`src/rtl/mipi_sched_pkg.sv`:
```
// Shared types and constants for the MIPI CSI-2 frame scheduler.
package mipi_sched_pkg;

  typedef enum logic [2:0] {
    IDLE      = 3'd0,
    LINE      = 3'd1,
    HBLANK    = 3'd2,
    WAIT_DONE = 3'd3,
    VBLANK    = 3'd4
  } sched_state_t;

  // Two 24-bit pixel channels per beat.
  localparam int BYTES_PER_BEAT = 6;

  function automatic logic [15:0] word_count_f(input logic [31:0] beats);
    logic [31:0] prod_s;
    prod_s = beats * 32'(BYTES_PER_BEAT);
    return prod_s[15:0];
  endfunction

endpackage

```
`src/rtl/mipi_sched_gap_timer.sv`:
```
// Blanking gap counter shared by horizontal and vertical blanking.
module mipi_sched_gap_timer #(
  parameter int GAP_W = 16
) (
  input  logic             clk,
  input  logic             rst_n,
  input  logic             srst,
  input  logic             load,
  input  logic [GAP_W-1:0] load_val,
  input  logic             dec,
  output logic             expired
);

  logic [GAP_W-1:0] cnt_r;

  // Gap count: load on entry to a blanking state, count down while waiting.
  always_ff @(posedge clk or negedge rst_n) begin
    if (!rst_n) begin
      cnt_r <= '0;
    end else if (srst) begin
      cnt_r <= '0;
    end else if (load) begin
      cnt_r <= load_val;
    end else if (dec) begin
      cnt_r <= cnt_r - GAP_W'(1);
    end else begin
      cnt_r <= cnt_r;
    end
  end

  // A loaded value of 0 behaves like 1 so a zero gap still spends one cycle.
  assign expired = (cnt_r <= GAP_W'(1));

endmodule

```
`src/rtl/mipi_frame_scheduler.sv`:
```
// Frame sequencer between read_data_mux and the CSI-2 TX: gates the stream,
// marks frame start / line end, inserts blanking and waits for csi_done.
module mipi_frame_scheduler
  import mipi_sched_pkg::*;
#(
  parameter int DATA_W  = 24,
  parameter int BEATS_W = 12,
  parameter int LINES_W = 12,
  parameter int GAP_W   = 16,
  parameter int TMO_W   = 20
) (
  input  logic               dphy_clk_200M,
  input  logic               rst_n_200mhz,
  input  logic [BEATS_W-1:0] cfg_line_beats,
  input  logic [LINES_W-1:0] cfg_lines,
  input  logic [GAP_W-1:0]   cfg_hblank,
  input  logic [GAP_W-1:0]   cfg_vblank,
  input  logic [TMO_W-1:0]   cfg_timeout,
  input  logic               frame_start_req,
  input  logic               read_frame_reset,
  input  logic [DATA_W-1:0]  s_axis_tdata_a,
  input  logic [DATA_W-1:0]  s_axis_tdata_b,
  input  logic               s_axis_tvalid,
  output logic               s_axis_tready,
  output logic [DATA_W-1:0]  m_axis_tdata_a,
  output logic [DATA_W-1:0]  m_axis_tdata_b,
  output logic               m_axis_tvalid,
  input  logic               m_axis_tready,
  output logic               m_axis_tlast,
  output logic               m_axis_tuser,
  output logic [15:0]        csi2_word_count,
  input  logic               csi_done,
  output logic               busy,
  output logic               frame_done,
  output logic               err_cfg,
  output logic               err_timeout
);

  sched_state_t       state_r, state_nx_s;
  logic [BEATS_W-1:0] beats_r, beat_r;
  logic [LINES_W-1:0] lines_r, line_r;
  logic [GAP_W-1:0]   hblank_r, vblank_r, gap_val_s;
  logic [TMO_W-1:0]   timeout_r, tmo_r;
  logic [15:0]        word_count_r;
  logic               sof_r, frame_done_r, err_cfg_r, err_timeout_r;
  logic               in_line_s, xfer_s, last_beat_s;
  logic               latch_s, accept_s, cfg_err_s, tmo_err_s, done_s;
  logic               gap_load_s, gap_dec_s, gap_expired_s;

  // The abort also masks the stream in the cycle it is asserted.
  assign in_line_s      = (state_r == LINE) && !read_frame_reset;
  assign m_axis_tvalid  = s_axis_tvalid & in_line_s;
  assign s_axis_tready  = m_axis_tready & in_line_s;
  assign m_axis_tdata_a = s_axis_tdata_a;
  assign m_axis_tdata_b = s_axis_tdata_b;
  assign xfer_s         = m_axis_tvalid & m_axis_tready;
  assign last_beat_s    = (beat_r == beats_r - BEATS_W'(1));
  assign m_axis_tlast   = in_line_s & last_beat_s;
  assign m_axis_tuser   = in_line_s & sof_r;

  assign busy            = (state_r != IDLE);
  assign frame_done      = frame_done_r;
  assign err_cfg         = err_cfg_r;
  assign err_timeout     = err_timeout_r;
  assign csi2_word_count = word_count_r;

  mipi_sched_gap_timer #(.GAP_W(GAP_W)) u_gap_timer (
    .clk      (dphy_clk_200M),
    .rst_n    (rst_n_200mhz),
    .srst     (read_frame_reset),
    .load     (gap_load_s),
    .load_val (gap_val_s),
    .dec      (gap_dec_s),
    .expired  (gap_expired_s)
  );

  // State register.
  always_ff @(posedge dphy_clk_200M or negedge rst_n_200mhz) begin
    if (!rst_n_200mhz) begin
      state_r <= IDLE;
    end else begin
      state_r <= state_nx_s;
    end
  end

  // Next-state decode and one-cycle control strobes.
  always_comb begin
    state_nx_s = state_r;
    latch_s    = 1'b0;
    accept_s   = 1'b0;
    cfg_err_s  = 1'b0;
    tmo_err_s  = 1'b0;
    done_s     = 1'b0;
    gap_load_s = 1'b0;
    gap_dec_s  = 1'b0;
    gap_val_s  = '0;
    if (read_frame_reset) begin
      state_nx_s = IDLE;
    end else begin
      case (state_r)
        IDLE: begin
          if (frame_start_req) begin
            latch_s = 1'b1;
            if (cfg_line_beats == '0 || cfg_lines == '0) begin
              cfg_err_s = 1'b1;
            end else begin
              accept_s   = 1'b1;
              state_nx_s = LINE;
            end
          end else begin
            state_nx_s = IDLE;
          end
        end
        LINE: begin
          if (xfer_s && last_beat_s) begin
            if (line_r == lines_r - LINES_W'(1)) begin
              state_nx_s = WAIT_DONE;
            end else if (hblank_r == '0) begin
              state_nx_s = LINE;
            end else begin
              state_nx_s = HBLANK;
              gap_load_s = 1'b1;
              gap_val_s  = hblank_r;
            end
          end else begin
            state_nx_s = LINE;
          end
        end
        HBLANK: begin
          if (gap_expired_s) begin
            state_nx_s = LINE;
          end else begin
            gap_dec_s = 1'b1;
          end
        end
        WAIT_DONE: begin
          if (csi_done) begin
            state_nx_s = VBLANK;
            gap_load_s = 1'b1;
            gap_val_s  = vblank_r;
          end else if (timeout_r != '0 && tmo_r == timeout_r - TMO_W'(1)) begin
            state_nx_s = IDLE;
            tmo_err_s  = 1'b1;
          end else begin
            state_nx_s = WAIT_DONE;
          end
        end
        VBLANK: begin
          if (gap_expired_s) begin
            state_nx_s = IDLE;
            done_s     = 1'b1;
          end else begin
            gap_dec_s = 1'b1;
          end
        end
        default: begin
          state_nx_s = IDLE;
        end
      endcase
    end
  end

  // Shadow config, beat/line/timeout counters and registered status pulses.
  always_ff @(posedge dphy_clk_200M or negedge rst_n_200mhz) begin
    if (!rst_n_200mhz) begin
      beats_r       <= '0;
      lines_r       <= '0;
      hblank_r      <= '0;
      vblank_r      <= '0;
      timeout_r     <= '0;
      beat_r        <= '0;
      line_r        <= '0;
      tmo_r         <= '0;
      sof_r         <= 1'b0;
      word_count_r  <= 16'd0;
      frame_done_r  <= 1'b0;
      err_cfg_r     <= 1'b0;
      err_timeout_r <= 1'b0;
    end else if (read_frame_reset) begin
      beat_r        <= '0;
      line_r        <= '0;
      tmo_r         <= '0;
      sof_r         <= 1'b0;
      frame_done_r  <= 1'b0;
      err_cfg_r     <= 1'b0;
      err_timeout_r <= 1'b0;
    end else begin
      frame_done_r  <= done_s;
      err_cfg_r     <= cfg_err_s;
      err_timeout_r <= tmo_err_s;
      if (latch_s) begin
        beats_r   <= cfg_line_beats;
        lines_r   <= cfg_lines;
        hblank_r  <= cfg_hblank;
        vblank_r  <= cfg_vblank;
        timeout_r <= cfg_timeout;
      end
      if (accept_s) begin
        word_count_r <= word_count_f(32'(cfg_line_beats));
        beat_r       <= '0;
        line_r       <= '0;
        sof_r        <= 1'b1;
      end else if (xfer_s) begin
        sof_r <= 1'b0;
        if (last_beat_s) begin
          beat_r <= '0;
          line_r <= line_r + LINES_W'(1);
        end else begin
          beat_r <= beat_r + BEATS_W'(1);
        end
      end
      tmo_r <= (state_r == WAIT_DONE) ? tmo_r + TMO_W'(1) : '0;
    end
  end

endmodule

```
`config.mk`:
```
export PLATFORM = sky130hd
export DESIGN_NAME = mipi_frame_scheduler
export DESIGN_NICKNAME = d
export VERILOG_FILES = /design/src/rtl/mipi_sched_pkg.sv /design/src/rtl/mipi_sched_gap_timer.sv /design/src/rtl/mipi_frame_scheduler.sv
export SDC_FILE = /design/constraint.sdc
export NUM_CORES = 1
export LEC_CHECK = 0
export CORE_ASPECT_RATIO = 0.7
export CORE_MARGIN = 4
export CORE_UTILIZATION = 43
export CTS_CLUSTER_DIAMETER = 200
export CTS_CLUSTER_SIZE = 10
export DETAILED_ROUTE_END_ITERATION = 8
export GPL_ROUTABILITY_DRIVEN = 0
export GPL_TIMING_DRIVEN = 0
export PLACE_DENSITY = 0.69
export SKIP_CTS_REPAIR_TIMING = 1
export SLEW_MARGIN = 30
export SYNTH_ARGS = -nofsm -noshare
export SYNTH_HDL_FRONTEND = slang
export SYNTH_HIERARCHICAL = 1
export SYNTH_SLANG_ARGS = --single-unit
```
`constraint.sdc`:
```
create_clock -name dphy_clk_200M -period 5.52 [get_ports dphy_clk_200M]
set_input_delay 0.552 -clock dphy_clk_200M [delete_from_list [all_inputs] [get_ports dphy_clk_200M]]
set_output_delay 0.552 -clock dphy_clk_200M [all_outputs]
set_load 0.01 [all_outputs]
```
==> results of run 1 <==
-- worst reg2reg max path: stages (launching register included) --
cell	delay (ns)
dfrtp_1	0.43
inv_1	0.08
ha_1	0.20
or3b_4	0.42
or3_1	0.40
or3b_1	0.37
a311oi_1	0.35
o211ai_1	0.23
nor4b_4	0.74
buf_6	0.26
nor2_1	0.06
nor2_1	0.20
buf_1	0.48
mux2i_1	0.25
nor2_1	0.05
-- cell usage after synthesis, types with 3 or more instances --
master / n / area, um^2
a2111oi_0: 5 / 43.8
a21oi_1: 34 / 170
a22oi_1: 7 / 52.6
a22oi_2: 9 / 113
a31oi_1: 11 / 68.8
and2_1: 4 / 25.0
and3_1: 11 / 68.8
and4_1: 6 / 52.6
and4b_1: 4 / 40.0
buf_1: 8 / 30.0
buf_4: 50 / 375
clkbuf_1: 36 / 135
dfrtp_1: 157 / 3930
ha_1: 28 / 350
inv_1: 43 / 161
mux2_2: 66 / 743
mux2i_1: 9 / 90.1
nand2_1: 66 / 248
nand2b_1: 10 / 62.6
nand3_1: 30 / 150
nand3b_1: 5 / 37.5
nand4_1: 20 / 125
nor2_1: 82 / 308
nor2_2: 9 / 56.3
nor2b_1: 8 / 50.1
nor3_1: 31 / 155
nor3b_1: 4 / 30.0
nor4_1: 21 / 131
nor4b_1: 5 / 43.8
o2111ai_1: 3 / 26.3
o211ai_1: 8 / 60.1
o21a_1: 15 / 113
o21ai_0: 39 / 195
o31a_1: 6 / 52.6
o31ai_1: 8 / 60.1
or2_2: 5 / 31.3
or3_1: 5 / 31.3
or4_1: 13 / 97.6
xnor2_1: 51 / 447
xor2_1: 39 / 342
-- worst max-delay path by stage --
| stage | start | end | slack, ns |
|---|---|---|---|
| final | beats_r[0] | u_gap_timer/cnt_r[2] | 0.86 |
| after floorplan | beats_r[0] | u_gap_timer/cnt_r[2] | 1.64 |
| after detailed placement | beats_r[0] | u_gap_timer/cnt_r[2] | 0.96 |
| after global placement | rst_n_200mhz | timeout_r[5] | -2.74 |
| after global routing | beats_r[0] | u_gap_timer/cnt_r[15] | 0.49 |
| after CTS | beats_r[0] | u_gap_timer/cnt_r[2] | 0.94 |
-- through the flow --
step / util, % / setup TNS (ns) / hold slack [ns]
final: 56.0 / 0 / 0.00203
after global routing: 56.0 / 0 / 0.0210
after CTS: 56.0 / 0 / 0.00345
after detailed placement: 53.5 / 0 / 0.464
after global placement: 53.2 / -427.81 / 0.463
after floorplan: - / 0 / 0.256
-- cell type report --
cell class	count	area share, %
Timing Repair Buffer	154	12.8
Clock buffer	19	3.67
Tap cell	305	3.09
Clock inverter	13	0.852
Buffer	98	4.65
Inverter	43	1.31
Multi-Input combinational cell	721	41.8
Sequential cell	157	31.9
-- cell families after synthesis --
family          count (synthesis)  share of synthesized area, %
compound gates                166                          11.7
xor+xnor                       90                          8.05
fa+ha+maj                      29                          3.78
buf+inv                       141                          7.50
flops                         157                          40.1
mux                            76                          8.62
other cells                     1                        0.0383
simple gates                  358                          20.2
-- report_power, final --
part           leakage, nW  switching [mW]  internal, mW
sequential            2.01           0.134          1.28
combinational         2.77           0.343         0.387
clock                0.263           0.523         0.608
-- state kept, by name, summed over array words and instances, names as in the netlist --
signal             count
timeout_r             20
tmo_r                 20
hblank_r              16
u_gap_timer/cnt_r     16
vblank_r              16
csi2_word_count       14
beat_r                12
beats_r               12
line_r                12
lines_r               12
state_r                3
err_cfg                1
err_timeout            1
frame_done             1
sof_r                  1
-- routing by layer --
| layer | vias up | track usage (%) | share of wire [%] |
|---|---|---|---|
| met3 | 31 | 4.11 | 5.7 |
| met4 | 0 | 5.46 | 1.5 |
| met5 | - | 0 | 0 |
| met1 | 3980 | 29.3 | 48 |
| li1 | 3918 | - | - |
| met2 | 222 | 30.7 | 44 |
==> results.toml, run 1 <==
[run_status]
status = "completed"

[timing]
timing.final.crit_share_pct = 84.4
rsz0062_at_grt = "false"
skew_ns = 0.0155
maxSlewViolCount = 0
fin_ws_ns = 0.863
max_slew_margin_pct = 40.3
setup_viol = 0
max_freq_mhz = 215
period_minus_slack_ns = 4.66
worstMarginPinSlew_ns = 0.894
final-hold-violation-count = 0

[critical_path]
crit_chain = "inv_1 > ha_1 > or3b_4 > or3_1 > or3b_1 > a311oi_1 > o211ai_1 > nor4b_4 > buf_6 > nor2_1 > nor2_1 > buf_1 > mux2i_1 > nor2_1"
crit_path_max_fanout = 10
cp_common_cell = "nor2_1"
crit_path_start_kind = "flop"
cp.required_ns = 5.82
cpPeakStageDelay_ns = 0.74
worstSetupEndpointType = "flop"
regToRegEndpoint = "u_gap_timer/cnt_r[2]"
worst-r2r-cell-count = 14
crit_type = "flop to flop"
reg2reg_slack_ns = 0.86
cp_num_cells = 14
crit_buf_inv = 3
arrival_ns = 4.95
r2r-start = "beats_r[0]"
crit_family = "simple AND/OR/NAND/NOR gates"
slowest_stage = "nor4b_4"

[floorplanning]
core_area_um2 = 22000
initial_core_util_pct = 44.5
die_w_um = 188
ios = 203
rows = 45
dieHeight_um = 134
dieArea_um2 = 25300

[yosys]
synth.distinct_cells = 77
synth.avg_cell_area_um2 = 9.62
synth-seq-cells = 157
synth_ff_type = "dfrtp_1"
synth_cells = 1018
yosys_warnings = 6
synth_edf_count = 0
ys_seq_area_share_pct = 40.1
ys_async_sr_fraction_pct = 100
synth_area_um2 = 9800

[layout]
regArea_um2 = 3930
mostFrequentLayoutCells = "dfrtp_1 (157), clkdlybuf4s50_1 (151), nor2_1 (82), nand2_1 (66), mux2_2 (66)"
fin_area_um2 = 12300
nets = 1352
final_common_cell = "dfrtp_1"
multi_input_area_um2 = 5150
final-instance-count-excl-fill = 1510
area_growth_pct = 25.9
drive_above_1_share_pct = 16.1
fillers = 1959
n_antenna_cell = 0

[placed_design]
io_buffers = 152
placed_cell_area_um2 = 11800
place_worst_setup_slack_ns = 0.957
placed_cells = 1478
place_hpwl_um = 19700

[clocking]
clk_path_buf_depth = 2
clk_root_buffer_cell = "clkbuf_16"
clkSinkCount = 157
htree_levels = 4
clk_pin_slew_ns = 0.07
cts_tree = "done"
cts_inserted_buffers = 17
clk_latency_ns = 0.43

[grt]
antenna_found_initial = 0
track_usage_pct = 20.1
grt_max_degree = 69
grt_pass1_wl_um = 41500
grt_overflow = 0
grt_pass1_vias = 8032

[power]
power_density_nw_per_um2 = 266
finalPower_mw = 3.28
leakage_nw = 5.04
ir_drop_mv = 0.227

[detailed_routing]
drt_wl_total_um = 25700
drc = 0
drtAntennaViolNets = 0
vias = 8151
dr.pass1.iters = 5
vias_per_cell = 5.40
drt_iter0_drc = 498
wl_per_cell_um = 17.0

[flow_run]
cap_violations = 0

[hold_path]
hold_class = "input port to async pin"
No activity file was read; power rests on OpenSTA's default activity.
==> run 2: changes to the inputs <==
==> constraint.sdc (replaced) <==
create_clock -name dphy_clk_200M -period 4.35 [get_ports dphy_clk_200M]
set_input_delay 0.435 -clock dphy_clk_200M [delete_from_list [all_inputs] [get_ports dphy_clk_200M]]
set_output_delay 0.435 -clock dphy_clk_200M [all_outputs]
set_load 0.01 [all_outputs]
==> run 2 against run 1 <==
- sequential share of layout area decreased by 0.12 points
- cell count increased by 0.26%
- clock skew about the same
- clock power increased by 27%
- design area increased by 0.39%
- setup slack got worse by 0.63 ns
- register-to-register slack got worse by 0.63 ns
- global-route usage unchanged
- highest routed layer unchanged
- total power increased by 27%
- critical endpoint unchanged
- die area unchanged
==> results.toml, run 2 (synthesis gave the netlist of run 1 again) <==
[floorplanning]
dieArea_um2 = 25300
core_area_um2 = 22000
die_w_um = 188
rows = 45
dieHeight_um = 134
initial_core_util_pct = 44.5
ios = 203

[critical_path]
crit_type = "flop to flop"
cp.required_ns = 4.64
crit_path_end = "u_gap_timer/cnt_r[2]"
worst-r2r-cell-count = 15
crit_path_start = "beats_r[0]"
crit_path_start_kind = "flop"
worstSetupEndpointType = "flop"
crit_path_max_fanout = 10
regToRegEndpoint = "u_gap_timer/cnt_r[2]"
cpPeakStageDelay_ns = 0.43
slowest_stage = "dfrtp_1"
arrival_ns = 4.41
r2r-start = "beats_r[0]"
crit_chain = "inv_1 > ha_1 > or3b_4 > or3_1 > or3b_1 > a311oi_1 > o211ai_1 > nor4b_4 > buf_4 > buf_6 > nor2_1 > nor2_1 > clkbuf_4 > mux2i_1 > nor2_1"
cp_common_cell = "nor2_1"
reg2reg_slack_ns = 0.23

[clocking]
htree_levels = 4
cts_inserted_buffers = 17
clkSinkCount = 157
clk_path_buf_depth = 2
clk_root_buffer_cell = "clkbuf_16"
clk_latency_ns = 0.43
clk_pin_slew_ns = 0.07
cts_tree = "done"

[power]
ir_drop_mv = 0.286
power_density_nw_per_um2 = 336
leakage_nw = 5.09

[timing]
maxSlewViolCount = 0
setup_viol = 0
max_freq_mhz = 243
final-hold-violation-count = 0
timing.final.crit_share_pct = 94.7
skew_ns = 0.0154
rsz0062_at_grt = "true"
period_minus_slack_ns = 4.12
tns_ns = 0
max_slew_margin_pct = 40.0
worstMarginPinSlew_ns = 0.898

[flow_run]
cap_violations = 0

[detailed_routing]
drc = 0
drtAntennaViolNets = 0
vias_per_cell = 5.40
vias = 8175
wl_per_cell_um = 17.0
drt_iter0_drc = 481
drt_wl_total_um = 25700
dr.pass1.iters = 5

[grt]
grt_max_degree = 69
track_usage_pct = 20.1
top_usage_layer = "met2"
grt_pass1_wl_um = 41500
grt_util_met3_pct = 4.11
grtUsageMet2_pct = 30.7
grt_overflow = 0
grt_pass1_vias = 8032
grt.met1_usage_pct = 29.3
antenna_found_initial = 0

[placed_design]
place_hpwl_um = 19700
io_buffers = 152

[layout]
fillers = 1955
nets = 1356
final_common_cell = "dfrtp_1"
drive_above_1_share_pct = 16.6
finalCoreUtilization_pct = 56.2
n_antenna_cell = 0
reg_top3 = "timeout_r (20), tmo_r (20)"
mostFrequentLayoutCells = "dfrtp_1 (157), clkdlybuf4s50_1 (150), nor2_1 (82), nand2_1 (66), mux2_2 (66)"
area_growth_pct = 26.4

[hold_path]
hold_class = "input port to async pin"

[run_status]
status = "completed"
==> run 2: cell count changes in the layout (fill, tap and decap cells not counted), sizes merged <==
cell / previous run / this run
dlymetal6s2s: 0 / 1
buf: 65 / 68
dlygate4sd3: 0 / 1
clkdlybuf4s50: 151 / 150
==> run 2: per-layer routing <==
layer  part of all wire, %  wire [um]  vias to the layer above
met2                    44      11400                      206
met4                   1.5        391                        0
met5                     0          0                        -
met3                   5.6       1430                       31
li1                      -          -                     3924
met1                    48      12500                     4014
==> run 2: final cells by class <==
cell class / instances / area (um^2) / share of cell area, %
well taps: 305 / 382 / 3.08
multi-input cells: 721 / 5160 / 41.6
repair buffers: 158 / 1620 / 13.1
plain buffers: 98 / 579 / 4.68
clock buffers: 19 / 453 / 3.66
inverters: 43 / 161 / 1.30
flip-flops and latches: 157 / 3930 / 31.7
clock inverters: 13 / 105 / 0.849
==> run 2: stage by stage <==
step	hold WS, ns	instance area (um^2)	worst slack [ns]	cells	power [mW]
6_report	0.479	12400	0.230	1514	4.16
3_5_place_dp	0.347	11800	-0.213	1478	2.75
4_1_cts	-0.114	12300	-0.233	1510	4.19
3_3_place_gp	0.463	11700	-3.80	1476	2.71
5_1_grt	0.499	12400	-0.0298	1514	4.38
2_1_floorplan	0.139	9800	0.473	1019	2.35
==> run 2: worst min-delay path by stage <==
stage,startpoint,end,slack (ns),depth (start not counted)
after floorplan,rst_n_200mhz,beat_r[0],0.14,0
after global placement,csi2_word_count[3],csi2_word_count[3],0.46,2
after detailed placement,rst_n_200mhz,hblank_r[6],0.35,1
after CTS,rst_n_200mhz,hblank_r[6],-0.11,1
after global routing,sof_r,sof_r,0.50,2
final,rst_n_200mhz,hblank_r[5],0.48,2
==> run 2: worst max-delay path: cells and delay by family (launching register included) <==
family / cells / cell delay (ns)
AO/OA/AOI/OAI: 2 / 0.58
adder cells (fa/ha/maj): 1 / 0.20
buffers and inverters: 4 / 0.74
flip-flops: 1 / 0.43
multiplexers: 1 / 0.20
AND/OR/NAND/NOR: 7 / 1.83
==> run 2: report_power, final <==
| group | internal, mW | switching (mW) |
|---|---|---|
| clock network | 0.772 | 0.663 |
| logic | 0.492 | 0.434 |
| registers | 1.63 | 0.170 |
| total | 2.89 | 1.27 |
==> run 3: changes to the inputs <==
--- a/config.mk
+++ b/config.mk
@@ -8,7 +8,6 @@
 export CORE_ASPECT_RATIO = 0.7
 export CORE_MARGIN = 4
 export CORE_UTILIZATION = 43
-export CTS_CLUSTER_DIAMETER = 200
 export CTS_CLUSTER_SIZE = 10
 export DETAILED_ROUTE_END_ITERATION = 8
 export GPL_ROUTABILITY_DRIVEN = 0
==> results of run 3 <==
No change in the layout: final DEF, timing and power equal those of run 2.
